--- config.mk ---
export PLATFORM = sky130hd
export DESIGN_NAME = pc_unit
export DESIGN_NICKNAME = d
export VERILOG_FILES = /design/src/rtl/pc_unit.sv
export SDC_FILE = /design/constraint.sdc
export NUM_CORES = 1
export LEC_CHECK = 0
export ABC_AREA = 1
export CAP_MARGIN = 20
export CELL_PAD_IN_SITES_DETAIL_PLACEMENT = 0
export CELL_PAD_IN_SITES_GLOBAL_PLACEMENT = 1
export CORE_ASPECT_RATIO = 0.75
export CORE_MARGIN = 1.5
export CORE_UTILIZATION = 29
export DETAILED_ROUTE_END_ITERATION = 12
export PLACE_DENSITY_LB_ADDON = 0.1
export SLEW_MARGIN = 20
export SYNTH_ARGS = -nofsm -noshare
export SYNTH_HDL_FRONTEND = slang
export SYNTH_SLANG_ARGS = --single-unit
--- constraint.sdc ---
create_clock -name clk -period 3.4 [get_ports clk]
set_input_delay 0.68 -clock clk [delete_from_list [all_inputs] [get_ports clk]]
set_output_delay 0.68 -clock clk [all_outputs]
set_load 0.01 [all_outputs]
--- src/rtl/pc_unit.sv ---
// Program-counter unit: holds the fetch PC and selects sequential, branch, jump or
// jump-register successors, with optional delay-slot sequencing. Optional exception
// redirect (exc/exc_vector/epc) is built when PC_EXCEPTION_EN is defined.
module pc_unit #(
  parameter int          WIDTH        = 32,
  parameter logic [31:0] RESET_VECTOR = 32'h0000_0000,
  parameter int          DELAY_SLOT   = 1
) (
  input  logic             clk,
  input  logic             reset,
  input  logic             stall,
  input  logic             branch_taken,
  input  logic [15:0]      branch_offset,
  input  logic             jump,
  input  logic [25:0]      jump_index,
  input  logic             jr,
  input  logic [WIDTH-1:0] jr_target,
`ifdef PC_EXCEPTION_EN
  input  logic             exc,
  input  logic [WIDTH-1:0] exc_vector,
  output logic [WIDTH-1:0] epc,
`endif
  output logic [WIDTH-1:0] pcout,
  output logic [WIDTH-1:0] pc_plus4,
  output logic             redirect_pending
);

  typedef enum logic {RUN = 1'b0, PENDING = 1'b1} state_t;

  localparam logic [WIDTH-1:0] RV = WIDTH'(RESET_VECTOR);

  state_t                  r_state, w_state_nxt;
  logic [WIDTH-1:0]        r_pc, w_pc_nxt;
  logic [WIDTH-1:0]        r_pend, w_pend_nxt;
  logic [WIDTH-1:0]        w_pc_plus4, w_br_target, w_j_target, w_target;
  logic signed [WIDTH-1:0] w_br_off;
  logic                    w_req;
`ifdef PC_EXCEPTION_EN
  logic [WIDTH-1:0]        r_epc, w_epc_nxt;
`endif

  assign w_pc_plus4  = r_pc + {{(WIDTH-3){1'b0}}, 3'd4};
  assign w_br_off    = {{(WIDTH-18){branch_offset[15]}}, branch_offset, 2'b00};
  assign w_br_target = w_pc_plus4 + $unsigned(w_br_off);
  assign w_j_target  = {w_pc_plus4[WIDTH-1:28], jump_index, 2'b00};

  // Priority jr > jump > branch; losers in the same cycle are simply dropped.
  assign w_req    = jr | jump | branch_taken;
  assign w_target = jr ? jr_target : (jump ? w_j_target : w_br_target);

  always_comb begin
    w_state_nxt = r_state;
    w_pc_nxt    = r_pc;
    w_pend_nxt  = r_pend;
`ifdef PC_EXCEPTION_EN
    w_epc_nxt   = r_epc;
    if (exc) begin
      w_pc_nxt    = exc_vector;
      w_epc_nxt   = (r_state == PENDING) ? r_pend : r_pc;
      w_pend_nxt  = '0;
      w_state_nxt = RUN;
    end else
`endif
    if (!stall) begin
      if (DELAY_SLOT == 0) begin
        w_pc_nxt    = w_req ? w_target : w_pc_plus4;
        w_state_nxt = RUN;
      end else begin
        case (r_state)
          RUN: begin
            w_pc_nxt = w_pc_plus4;
            if (w_req) begin
              w_pend_nxt  = w_target;
              w_state_nxt = PENDING;
            end
          end
          // Requests seen while the delay slot is in flight are ignored.
          PENDING: begin
            w_pc_nxt    = r_pend;
            w_state_nxt = RUN;
          end
          default: w_state_nxt = RUN;
        endcase
      end
    end
  end

  always_ff @(posedge clk or negedge reset) begin
    if (!reset) begin
      r_state <= RUN;
      r_pc    <= RV;
      r_pend  <= '0;
`ifdef PC_EXCEPTION_EN
      r_epc   <= '0;
`endif
    end else begin
      r_state <= w_state_nxt;
      r_pc    <= w_pc_nxt;
      r_pend  <= w_pend_nxt;
`ifdef PC_EXCEPTION_EN
      r_epc   <= w_epc_nxt;
`endif
    end
  end

  assign pcout            = r_pc;
  assign pc_plus4         = w_pc_plus4;
  assign redirect_pending = (r_state == PENDING);
`ifdef PC_EXCEPTION_EN
  assign epc              = r_epc;
`endif

endmodule
-- Word level (Yosys, flattened, before mapping)
Index checks and enable logic that the tools add are counted.
- bitwise operators: 4
- multiplexer cells: 5
- add/subtract/negate cells: 2
- reduce and logical (&&, ||, !) cells: 1
- operator list (cell ; count):
    32-bit two-way mux ; 2
    32-bit case mux with 2 select lines ; 1
    32-bit by 3-bit adder with 32-bit output, second input constant ; 1
    32-bit adder ; 1
    3-bit AND reduction ; 1
    1-bit NOT ; 2
    1-bit bitwise OR ; 2
    1-bit case mux with 2 select lines ; 1
    1-bit two-way mux ; 1
- flip-flop bits (word level): 65
- output and inout port bits: 65
- word-level logic and storage cells: 15

-- Logic depth before layout (Yosys ltp)
- depth in word-level cells: 4
- gate-level depth with buffers: 25
- depth with buffers taken out: 25

-- Worst setup path before layout
OpenSTA, ideal clock, no wires.
- path kind: reg2reg
- from: register r_pc[2], in the netlist pcout[2]
- to: register r_pend[25]
- setup time: 0.123 ns
- data arrival time: 2.749 ns
- cell stages (with the launch flop): 22
- slack: 0.528 ns
- required time: 3.277 ns
- path buffers: 0
- period minus slack after synthesis: 2.872 ns
- cells stage by stage: dfrtp_1 > ha_1 > nand2_1 > inv_1 > nand2_1 > nor2_2 > nand3_2 > inv_2 > nand2_2 > nor2_2 > xor2_1 > inv_1 > ha_1 > nand2_1 > nor2_1 > inv_1 > nor3_1 > nand3_1 > nand3_1 > nor2_1 > o21ai_0 > nand2_1
- cells in the longest elaborated chain, start to end: 4
- RTL lines (what ; line ; RTL):
    from (decl) ; 33 ; logic [WIDTH-1:0] r_pc, w_pc_nxt;
    from (signal assigned) ; 98 ; r_pc <= w_pc_nxt;
    32-bit by 3-bit adder with 32-bit output ; 42 ; assign w_pc_plus4 = r_pc + {{(WIDTH-3){1'b0}}, 3'd4};
    net pc_plus4[22] ; 24 ; output logic [WIDTH-1:0] pc_plus4,
    32-bit adder ; 44 ; assign w_br_target = w_pc_plus4 + $unsigned(w_br_off);
    32-bit two-way mux (2 in a row) ; 49 ; assign w_target = jr ? jr_target : (jump ? w_j_target : w_br_target);
    to (signal assigned) ; 99 ; r_pend <= w_pend_nxt;
    to (decl) ; 34 ; logic [WIDTH-1:0] r_pend, w_pend_nxt;
The timed path passes the listed nets, and every way through them passes these cells.
A chain may end at the register's enable or synchronous reset.

-- Final worst setup path
- from: register r_pc[2], in the netlist pcout[2]
- to: output pc_plus4[25]
- cells in the longest elaborated chain, start to end: 1
- RTL lines (what ; line):
    32-bit by 3-bit adder with 32-bit output ; 42
    to (decl) ; 24
Every way passes these cells.

==> flow_summary.rst <==
.. list-table::
   :header-rows: 1

   * - Metric
     - Value
   * - Count of yosys warnings during synthesis
     - 0
   * - Die boundary height
     - 129 um
   * - Maximum number of pins on one net before global-route repair
     - 36
   * - Root Buffer Master
     - sky130_fd_sc_hd__clkbuf_16
   * - Number of maximum-capacitance constraint violations
     - 0
   * - Most prevalent standard cell on the critical path
     - sky130_fd_sc_hd__inv_1
   * - Floorplan Core Area
     - 20500 um^2
   * - Worst hold slack
     - 0.460 ns
   * - Post-Synthesis Cells
     - 970
   * - P per Cell Area
     - 662 nW/um^2
   * - Largest area contributor in the netlist
     - sky130_fd_sc_hd__dfrtp_1
   * - Total length of routed wires
     - approximately 27 mm
   * - Number of remaining DRC errors
     - 0
   * - Total number of placement rows
     - 45
   * - Number of distinct library cells after synthesis
     - 47
   * - HPWL after detailed placement
     - between 20 and 25 mm
   * - Routed vias/inst
     - 4.82
   * - Number of antenna violations at the first check in global routing
     - 0
   * - Worst IR Drop VDD
     - 229 uV
   * - Register clock-pin slew on the reported worst setup and hold paths
     - 0.05 ns
   * - Vias in the first global route
     - about 6.5k
   * - Number of levels in the clock H-tree
     - 3
   * - Clock Skew
     - approximately 0.008 ns
   * - Synth area leaders
     - sky130_fd_sc_hd__dfrtp_1, sky130_fd_sc_hd__nand2_1, sky130_fd_sc_hd__inv_1
   * - CP Cell Sequence
     - buf_4 -> nand3_2 -> inv_1 -> nand2_2 -> nor2_8 -> nand4_1 -> o21bai_1 -> nand2_1 -> inv_1 -> clkdlybuf4s50_1
   * - Antenna cell count
     - 0
   * - Placer congestion estimate
     - 0.859
   * - Overall fraction of global-route tracks in use
     - 0.245
   * - Most frequent standard cell in the layout excluding fill and tap cells
     - sky130_fd_sc_hd__nand2_1
   * - DRT iter0 DRCs
     - approximately 600
   * - Utilization of the core after routing
     - 0.424
   * - Final number of max-transition violations
     - 0
   * - Critical path class
     - reg2out
   * - Number of routed nets with antenna violations
     - 0
   * - Hold WC Path Type
     - in2async
   * - Data required time at the worst endpoint
     - ~2.7 ns
   * - Final critical-path required period
     - 3.24 ns
   * - Detailed-route via count
     - 6945
   * - CP max FO
     - 6
   * - Status
     - complete, no violations
   * - Number of buffers created by CTS
     - 9
   * - Data arrival time of the critical path
     - 2.56 ns
   * - Share of cells above drive strength 1
     - 0.124
   * - FMAX
     - 309 MHz
   * - Final nets
     - 1270
   * - Placed cells
     - 1422
   * - Die outline width
     - 171 um
   * - CTS max path bufs
     - 2
   * - CTS tree
     - built
   * - Routed WL per cell
     - 18.4 um
   * - Wire length of the first global-routing pass
     - 40.0 mm
   * - Detailed Routing Iterations Pass 1
     - 5
   * - Total Die Area
     - ~22000 um^2
   * - Worst slew margin relative to its limit
     - 0.406
   * - Setup WS post-layout
     - 0.162 ns
   * - Category of the worst setup path launch point
     - flip-flop
   * - Lkg Pwr
     - 4.25 nW
   * - Delay contributed by the slowest stage of the critical path
     - 0.58 ns
   * - Period Utilization, post-route
     - 0.952
   * - Port Buffers
     - between 100 and 150
   * - Effective utilization at floorplan
     - 0.300
   * - Top-Level Pins
     - 145
   * - Num Clock Sinks
     - 65
   * - Worst-case setup slack after placement
     - 0.0772 ns
   * - Number of cells on the critical path
     - 10
   * - Layout overhead on the synthesized area
     - 41.4%
   * - Path depth of the worst reg2reg path
     - 21
   * - Post-synthesis instance area
     - 6150 um^2
   * - CP max stage cell
     - sky130_fd_sc_hd__clkdlybuf4s50_1
   * - Number of buffer and inverter instances along the worst setup path
     - 4
   * - Actual transition at the worst max-transition pin
     - 0.891 ns
   * - Worst-skew pair later-pin latency
     - 0.34 ns
   * - Fin cells
     - 1440
   * - Power consumption
     - 5.76 mW
   * - Synth Area per Inst
     - 6.34 um^2
   * - Count of final setup violators
     - 0
   * - Synthesized netlist net count
     - 1087
   * - Flops & latches, synth
     - 65
   * - Family with the most delay on the worst path
     - buffers and inverters
   * - Commonest cells after routing, fill and taps aside
     - sky130_fd_sc_hd__nand2_1, sky130_fd_sc_hd__inv_1, sky130_fd_sc_hd__clkdlybuf4s50_1
   * - Number of hold violations in the final report
     - 0
   * - Kind of end point of the critical path
     - output pin
   * - Fraction of synthesized cell area taken by the top area cell type
     - 0.264
   * - Grt ovf
     - 0
   * - Seq/Total Area, Yosys
     - 0.264
[synth_stat cells, drive strengths merged]
master and count:
a221o 1, nand4 10, buf 16, xor2 19, a31oi 1, clkbuf 10
and2 1, a21oi 32, o21a 1, or2 9, o22ai 20, o211ai 10
o21ai 32, a21o 3, a2bb2oi 1, dfrtp 65, mux2 2, o221ai 19
fa 1, nor2 103, nor3 11, o2111ai 4, nand2 307, xnor2 3
o21bai 7, clkinv 3, nand3 79, ha 36, inv 160, a22oi 2
a41oi 2
[worst paths after layout]
| path | to | slack [ns] | start |
|---|---|---|---|
| hold / removal | pcout[0] | 0.46 | reset |
| setup reg to reg | r_pend[18] | 0.22 | pcout[2] |
| max in group asynchronous | r_pend[22] | 2.24 | reset |
| min in group clk | r_pend[1] | 0.48 | r_pend[1] |
| hold reg to reg | r_pend[1] | 0.48 | r_pend[1] |
| setup / recovery | pc_plus4[25] | 0.16 | pcout[2] |
[metrics by stage]
| stage | TNS (ns) | instance area (um^2) |
|---|---|---|
| final | 0 | 8700 |
| after global routing | -0.0365 | 8700 |
| after CTS | 0 | 8500 |
| after detailed placement | 0 | 8230 |
| after global placement | 0 | 8230 |
| after floorplan | 0 | 6150 |
[timing repair]
item	CTS	global route
setup endpoints to repair	0	20
gates resized for setup	0	40
hold buffers	0	0
setup buffers	0	2
hold endpoints to repair	0	0
[worst reg2reg max path, stage by stage, from the launching register on]
cell and delay (ns):
sky130_fd_sc_hd__dfrtp_1 0.35, sky130_fd_sc_hd__ha_2 0.20, sky130_fd_sc_hd__nand2_1 0.07, sky130_fd_sc_hd__inv_2 0.08
sky130_fd_sc_hd__nand2_2 0.09, sky130_fd_sc_hd__nor2_4 0.16, sky130_fd_sc_hd__buf_4 0.13, sky130_fd_sc_hd__xor2_1 0.23
sky130_fd_sc_hd__inv_1 0.15, sky130_fd_sc_hd__ha_1 0.36, sky130_fd_sc_hd__nand2_1 0.15, sky130_fd_sc_hd__inv_1 0.05
sky130_fd_sc_hd__nand2_1 0.06, sky130_fd_sc_hd__nand2_1 0.07, sky130_fd_sc_hd__nand2_1 0.08, sky130_fd_sc_hd__nand3_1 0.12
sky130_fd_sc_hd__nand2_1 0.09, sky130_fd_sc_hd__nand3_1 0.10, sky130_fd_sc_hd__nand2_1 0.08, sky130_fd_sc_hd__nand2_1 0.04
sky130_fd_sc_hd__o21ai_0 0.32, sky130_fd_sc_hd__nand2_1 0.08
[registers in the layout, indices dropped and copies added, names as in the netlist]
register,flops
pcout,32
redirect_pending,1
r_pend,32
[power by group]
group          total [mW]  leakage, nW  switching [mW]  internal (mW)
Clock               0.879        0.139           0.349          0.530
Sequential           1.29        0.806           0.265           1.02
Combinational        3.59         3.30            2.09           1.50
Total                5.76         4.25            2.70           3.05
[routing by layer]
| layer | global-route usage | routed length, um | vias to the layer above |
|---|---|---|---|
| met5 | 0 | 0 | - |
| met4 | 0.0501 | 327 | 0 |
| met1 | 0.405 | 14500 | 3235 |
| met2 | 0.335 | 10200 | 204 |
| li1 | - | - | 3484 |
| met3 | 0.0180 | 1440 | 22 |
[area by class of cell]
cell class / count / area [um^2]
fill: 2218 / 11800
timing repair buffer: 198 / 1870
clock buffer: 13 / 260
tap: 282 / 353
clock inverter: 3 / 15.0
sequential: 65 / 1630
inverter: 163 / 612
multi-input combinational: 716 / 3960
[kinds of logic (layout without fill, tap and decap cells)]
logic type | count (synthesis) | after routing | synth area share
and+or+nand+nor | 520 | 520 | 0.361
buffers and inverters | 189 | 377 | 0.120
AOI/OAI and AO/OA | 135 | 135 | 0.143
DFF | 65 | 65 | 0.264
adders and majority gates | 37 | 37 | 0.0765
xor gates and xnor gates | 22 | 22 | 0.0313
muxes | 2 | 2 | 0.00366
(Power assumes the default switching activity.)
